==> config.mk <==
export PLATFORM = sky130hd
export DESIGN_NAME = pll_phase_ctrl
export DESIGN_NICKNAME = d
export VERILOG_FILES = /design/src/rtl/pll_phase_ctrl.sv
export SDC_FILE = /design/constraint.sdc
export NUM_CORES = 1
export LEC_CHECK = 0
export ABC_AREA = 1
export CORE_MARGIN = 2
export CORE_UTILIZATION = 59
export DETAILED_ROUTE_END_ITERATION = 8
export MAX_ROUTING_LAYER = met4
export PLACE_DENSITY = 0.85
export SYNTH_ARGS = -nofsm -noshare
export SYNTH_HDL_FRONTEND = slang
export SYNTH_SLANG_ARGS = --single-unit
==> constraint.sdc <==
create_clock -name clk -period 6.1 [get_ports clk]
set_input_delay 1.525 -clock clk [delete_from_list [all_inputs] [get_ports clk]]
set_output_delay 1.525 -clock clk [all_outputs]
set_load 0.1 [all_outputs]
==> src/rtl/pll_phase_ctrl.sv <==
// pll_phase_ctrl
//   Drives the ECP5 EHXPLLL dynamic phase-adjust port in response to
//   phase-shift requests. Each request names an output, a direction and
//   a number of steps. For every step the block sets PHASESEL/PHASEDIR,
//   pulses PHASESTEP low, lets the PLL settle and then waits for re-lock.
//   A per-output phase position counter, modulo PHASE_MOD, is kept.
//
// Ports
//   clk         25 MHz input clock
//   rst         synchronous active-high reset
//   req_valid   request valid
//   req_ready   high in IDLE; a request is accepted on req_valid && req_ready
//   req_sel     output select (0 CLKOS, 1 CLKOS2, 2 CLKOS3, 3 CLKOP)
//   req_dir     1 = advance (+1 per step), 0 = delay (-1 per step)
//   req_steps   number of phase steps, 0..255
//   pll_locked  PLL LOCK, asynchronous to clk
//   phasesel    PLL PHASESEL[1:0]
//   phasedir    PLL PHASEDIR
//   phasestep   PLL PHASESTEP, idle high, low during a step pulse
//   busy        a sequence is in progress
//   done        one-cycle pulse, request completed
//   err         one-cycle pulse, lock timeout and request aborted
//   phase_pos   packed phase counters, [8*i+7:8*i] for output i
module pll_phase_ctrl #(
  parameter int unsigned SETUP_CYC    = 4,
  parameter int unsigned PULSE_CYC    = 4,
  parameter int unsigned SETTLE_CYC   = 16,
  parameter int unsigned LOCK_TIMEOUT = 1023,
  parameter int unsigned PHASE_MOD    = 16
) (
  input  logic        clk,
  input  logic        rst,
  input  logic        req_valid,
  output logic        req_ready,
  input  logic [1:0]  req_sel,
  input  logic        req_dir,
  input  logic [7:0]  req_steps,
  input  logic        pll_locked,
  output logic [1:0]  phasesel,
  output logic        phasedir,
  output logic        phasestep,
  output logic        busy,
  output logic        done,
  output logic        err,
  output logic [31:0] phase_pos
);

  typedef enum logic [2:0] {
    IDLE,
    SETUP,
    PULSE,
    SETTLE,
    WAITLOCK,
    FIN
  } state_t;

  localparam logic [15:0] SETUP_LAST  = 16'(SETUP_CYC - 1);
  localparam logic [15:0] PULSE_LAST  = 16'(PULSE_CYC - 1);
  localparam logic [15:0] SETTLE_LAST = 16'(SETTLE_CYC - 1);
  localparam logic [15:0] LOCK_LAST   = 16'(LOCK_TIMEOUT - 1);
  localparam logic [7:0]  POS_MAX     = 8'(PHASE_MOD - 1);

  state_t      state;
  state_t      state_d;
  logic        lock_m;
  logic        lock_s;
  logic [15:0] cnt;
  logic [7:0]  remaining;
  logic [7:0]  pos [4];
  logic [7:0]  pos_next;
  logic        accept;
  logic        step_end;

  // Next state and strobes. err is decoded from the last WAITLOCK cycle so
  // it is raised while busy is still high and never overlaps a new accept.
  always_comb begin
    state_d  = state;
    accept   = 1'b0;
    step_end = 1'b0;
    err      = 1'b0;
    case (state)
      IDLE: begin
        if (req_valid) begin
          accept  = 1'b1;
          state_d = (req_steps == '0) ? FIN : SETUP;
        end
      end
      SETUP: begin
        if (cnt == SETUP_LAST) state_d = PULSE;
      end
      PULSE: begin
        if (cnt == PULSE_LAST) begin
          step_end = 1'b1;
          state_d  = SETTLE;
        end
      end
      SETTLE: begin
        if (cnt == SETTLE_LAST) state_d = WAITLOCK;
      end
      WAITLOCK: begin
        if (lock_s) begin
          state_d = (remaining != '0) ? SETUP : FIN;
        end else if (cnt == LOCK_LAST) begin
          err     = 1'b1;
          state_d = IDLE;
        end
      end
      FIN: begin
        state_d = IDLE;
      end
      default: begin
        state_d = IDLE;
      end
    endcase
  end

  assign busy      = (state != IDLE);
  assign req_ready = (state == IDLE);
  assign done      = (state == FIN);

  // phasesel/phasedir double as the latched select/direction.
  always_comb begin
    pos_next = pos[phasesel];
    if (phasedir) begin
      pos_next = (pos[phasesel] == POS_MAX) ? '0 : pos[phasesel] + 8'd1;
    end else begin
      pos_next = (pos[phasesel] == '0) ? POS_MAX : pos[phasesel] - 8'd1;
    end
  end

  always_comb begin
    phase_pos = '0;
    for (int unsigned i = 0; i < 4; i++) begin
      phase_pos[8*i +: 8] = pos[i];
    end
  end

  always_ff @(posedge clk) begin
    if (rst) begin
      state     <= IDLE;
      lock_m    <= 1'b0;
      lock_s    <= 1'b0;
      cnt       <= '0;
      remaining <= '0;
      phasesel  <= '0;
      phasedir  <= 1'b0;
      phasestep <= 1'b1;
      for (int unsigned i = 0; i < 4; i++) begin
        pos[i] <= '0;
      end
    end else begin
      state  <= state_d;
      lock_m <= pll_locked;
      lock_s <= lock_m;
      // Registered from the next state so PHASESTEP is glitch-free at the
      // PLL pin while still following PULSE cycle-for-cycle.
      phasestep <= (state_d != PULSE);
      // Per-state cycle counter restarts on every state change.
      if ((state_d != state) || (state == IDLE)) begin
        cnt <= '0;
      end else begin
        cnt <= cnt + 16'd1;
      end
      if (accept) begin
        remaining <= req_steps;
        if (req_steps != '0) begin
          phasesel <= req_sel;
          phasedir <= req_dir;
        end
      end
      if (step_end) begin
        remaining     <= remaining - 8'd1;
        pos[phasesel] <= pos_next;
      end
    end
  end

endmodule

==> impl_metrics.tcl <==
set metrics [dict create \
    tightest_slew_ps 991 \
    cpMaxStageDelayCell "clkdlybuf4s50_1" \
    num_rows 29 \
    critPathBufInv 2 \
    place_area_um2 4410 \
    required_ps 4580 \
    synth_area_leader_cell "edfxtp_1" \
    grt_start_max_net_pins 18 \
    netlist.area_leader.share 0.251 \
    final_util 0.726 \
    wirelength_mm 9.35 \
    pwr-share-comb 0.242 \
    syn_area_per_cell_um2 7.49 \
    antenna_found_initial 0 \
    cp.depth 7 \
    clockRootBuffer "clkbuf_8" \
    hpwl_mm 7.15 \
    clkPwrFrac 0.300 \
    fp.dieH_um 84.6 \
    tns_ps 0 \
    yosysUniqueCellTypes 33 \
    cts_max_level 3 \
    status "completed" \
    wl_per_cell_um 14.4 \
    min_path_cells 2 \
    viasPerCell 5.60 \
    worstPathArrival_ps 2530 \
    syn_inst 511 \
    setup-violations-final 0 \
    grt_overflow 0 \
    netSwitchingPower_uw 394 \
    synth_common_cells "nand2_1, nor2_1, inv_1, nand3_1, dfxtp_1" \
    path_delay_family "buffers and inverters" \
    cts_inserted_buffers 9 \
    rsz0062_at_grt "no" \
    worst_setup_path_start_kind "flop" \
    antenna_cells 0 \
    area_growth_pct 19.7 \
    antenna_left 0 \
    vias 3646 \
    switching_share 0.359 \
    criticalPathCategory "flop to output pin" \
    maxSlewHeadroom 0.337 \
    core_area_um2 6310 \
    post-cts-setup-buffer-count 0 \
    netlist_area_um2 3830 \
    async_flop_share 0 \
    grt_pass1_vias 3433 \
    gp_congestion 0.990 \
    grt.total_usage 0.281 \
    drive_gt1_frac 0.0889 \
    yosysMostFrequentCell "nand2_1" \
    grt_first_pass_wirelength_mm 15.5 \
    nFillCells 501 \
    cp_slowest_stage_delay_ps 1140 \
    hp-class "flop to flop" \
    fin_crit_ps 4060 \
    dieArea_um2 7150 \
    synth_ff_type "dfxtp_1" \
    clock_sinks 67 \
    cp_cell_sequence "nand2_1 > inv_1 > nand2_1 > nor2_1 > nand2_1 > nor2_1 > clkdlybuf4s50_1" \
    syn_nets 533 \
    path_common_cell "nand2_1" \
    power_density_nw_per_um2 240 \
    start_util 0.606 \
    yosysSeqAreaShare 0.434 \
    ios 55 \
    die_width_um 84.6 \
    period_share 0.665 \
    io_buffers 54 \
    cts_tree "yes" \
    cp_max_fo 4 \
    dr.pass1.iters 5 \
    final_max_slew_viol_count 0 \
    synth_edf_count 32 \
    leakagePower_nw 1.90 \
    fin_nets 591 \
    finalHoldViolations 0 \
    p_int_uw 704 \
    synthTopCellsByArea "edfxtp_1, dfxtp_1, nand2_1, nor2_1, nand3_1" \
    reg2reg_depth 12 \
    skew_ps 17.8 \
    clk_pin_slew_ps 80 \
    sequentialPowerShare 0.459 \
    cts_resized 0 \
    final_area_um2 4580 \
    synth-seq-cells 67 \
    worst_skew_pair.late_latency_ps 350 \
    yosysWarnings 0 \
    reg2reg_slack_ps 3110 \
    vdd_drop_max_uv 183 \
    endpoint_kind "output pin" \
    cts_buffer_depth 2 \
    drt-initial-drc-count 466 \
    fmax_ghz 0.246 \
    drcViolationCount 0 \
    cts_hold_buffers 0 \
    max-cap-violations 0 \
]
[layout by cell type (no fill, tap or decap)]
cell	instances
clkinvlp_4	2
o31ai_1	1
o211ai_1	2
nor2_1	84
o21ai_0	17
dfxtp_1	35
nand4_1	8
ha_1	7
nand3_2	7
a31oi_1	2
xor2_1	13
nor2_2	3
clkbuf_8	9
clkdlybuf4s50_1	54
inv_2	3
xnor2_1	4
nand2_4	1
nor3_1	9
nand2_1	140
nor3_2	1
nor2_4	11
edfxtp_1	32
nand2_2	6
clkinv_1	1
or2_2	2
clkinv_2	1
nand3_1	47
clkinv_4	3
nor3b_1	1
a21oi_1	15
inv_1	49
buf_4	1
inv_4	1
clkbuf_1	2
[per-stage QoR]
| step | setup slack [ps] | hold WS, ps | total power [mW] | instances |
|---|---|---|---|---|
| 3_5_place_dp | 2260 | 397 | 0.775 | 635 |
| 2_1_floorplan | 2050 | 388 | 0.709 | 511 |
| 4_1_cts | 2040 | 409 | 1.10 | 651 |
| 5_1_grt | 1870 | 431 | 1.14 | 651 |
| 3_3_place_gp | 2310 | 389 | 0.772 | 635 |
| 6_report | 2040 | 406 | 1.10 | 651 |
[sequential cells by signal, indices dropped and copies added, names as in the netlist, named ones only]
name and flops:
phasestep 1, pos 32, lock_s 1, cnt 16, remaining 8, lock_m 1
state 3, phasesel 2, phasedir 1
[power by group through the flow]
stage	clock network [mW]	logic, mW	registers (mW)
after global routing	0.348	0.284	0.506
after detailed placement	0	0.261	0.513
after global placement	0	0.259	0.513
after floorplan	0	0.137	0.572
after CTS	0.329	0.263	0.503
final	0.329	0.265	0.504
[cells by family after synthesis]
| logic type | share of synthesized area |
|---|---|
| compound gates | 0.0510 |
| xor+xnor | 0.0389 |
| fa+ha+maj | 0.0229 |
| buf+inv | 0.0712 |
| flops | 0.434 |
| simple gates | 0.382 |
[path summary, 6_finish.rpt]
path                from         to
setup reg to reg    flop  pos[2][4]
hold reg to reg   lock_m     lock_s
setup / recovery  cnt[4]        err
hold / removal    lock_m     lock_s
[worst min-delay path: cells and delay by family (launching register included)]
family	cells	cell delay (ps)
buf+inv	1	40
flops	1	300
simple gates	1	30
[area by class of cell]
cell class                      count  area, µm²  share of cell area
Inverter                           55        210              0.0459
Tap cell                           77       96.3              0.0210
Multi-Input combinational cell    381       1890               0.413
Sequential cell                    67       1660               0.363
Clock inverter                      5       41.3             0.00901
Timing Repair Buffer               55        548               0.120
Clock buffer                       11        131              0.0287
[routing by layer]
layer	vias up	track usage	wire length [µm]
met5	-	-	0
met1	1656	0.324	3760
met4	0	0.156	398
met3	37	0.0462	634
met2	187	0.467	4560
li1	1766	-	-
Power figures use the tool's default switching activity.
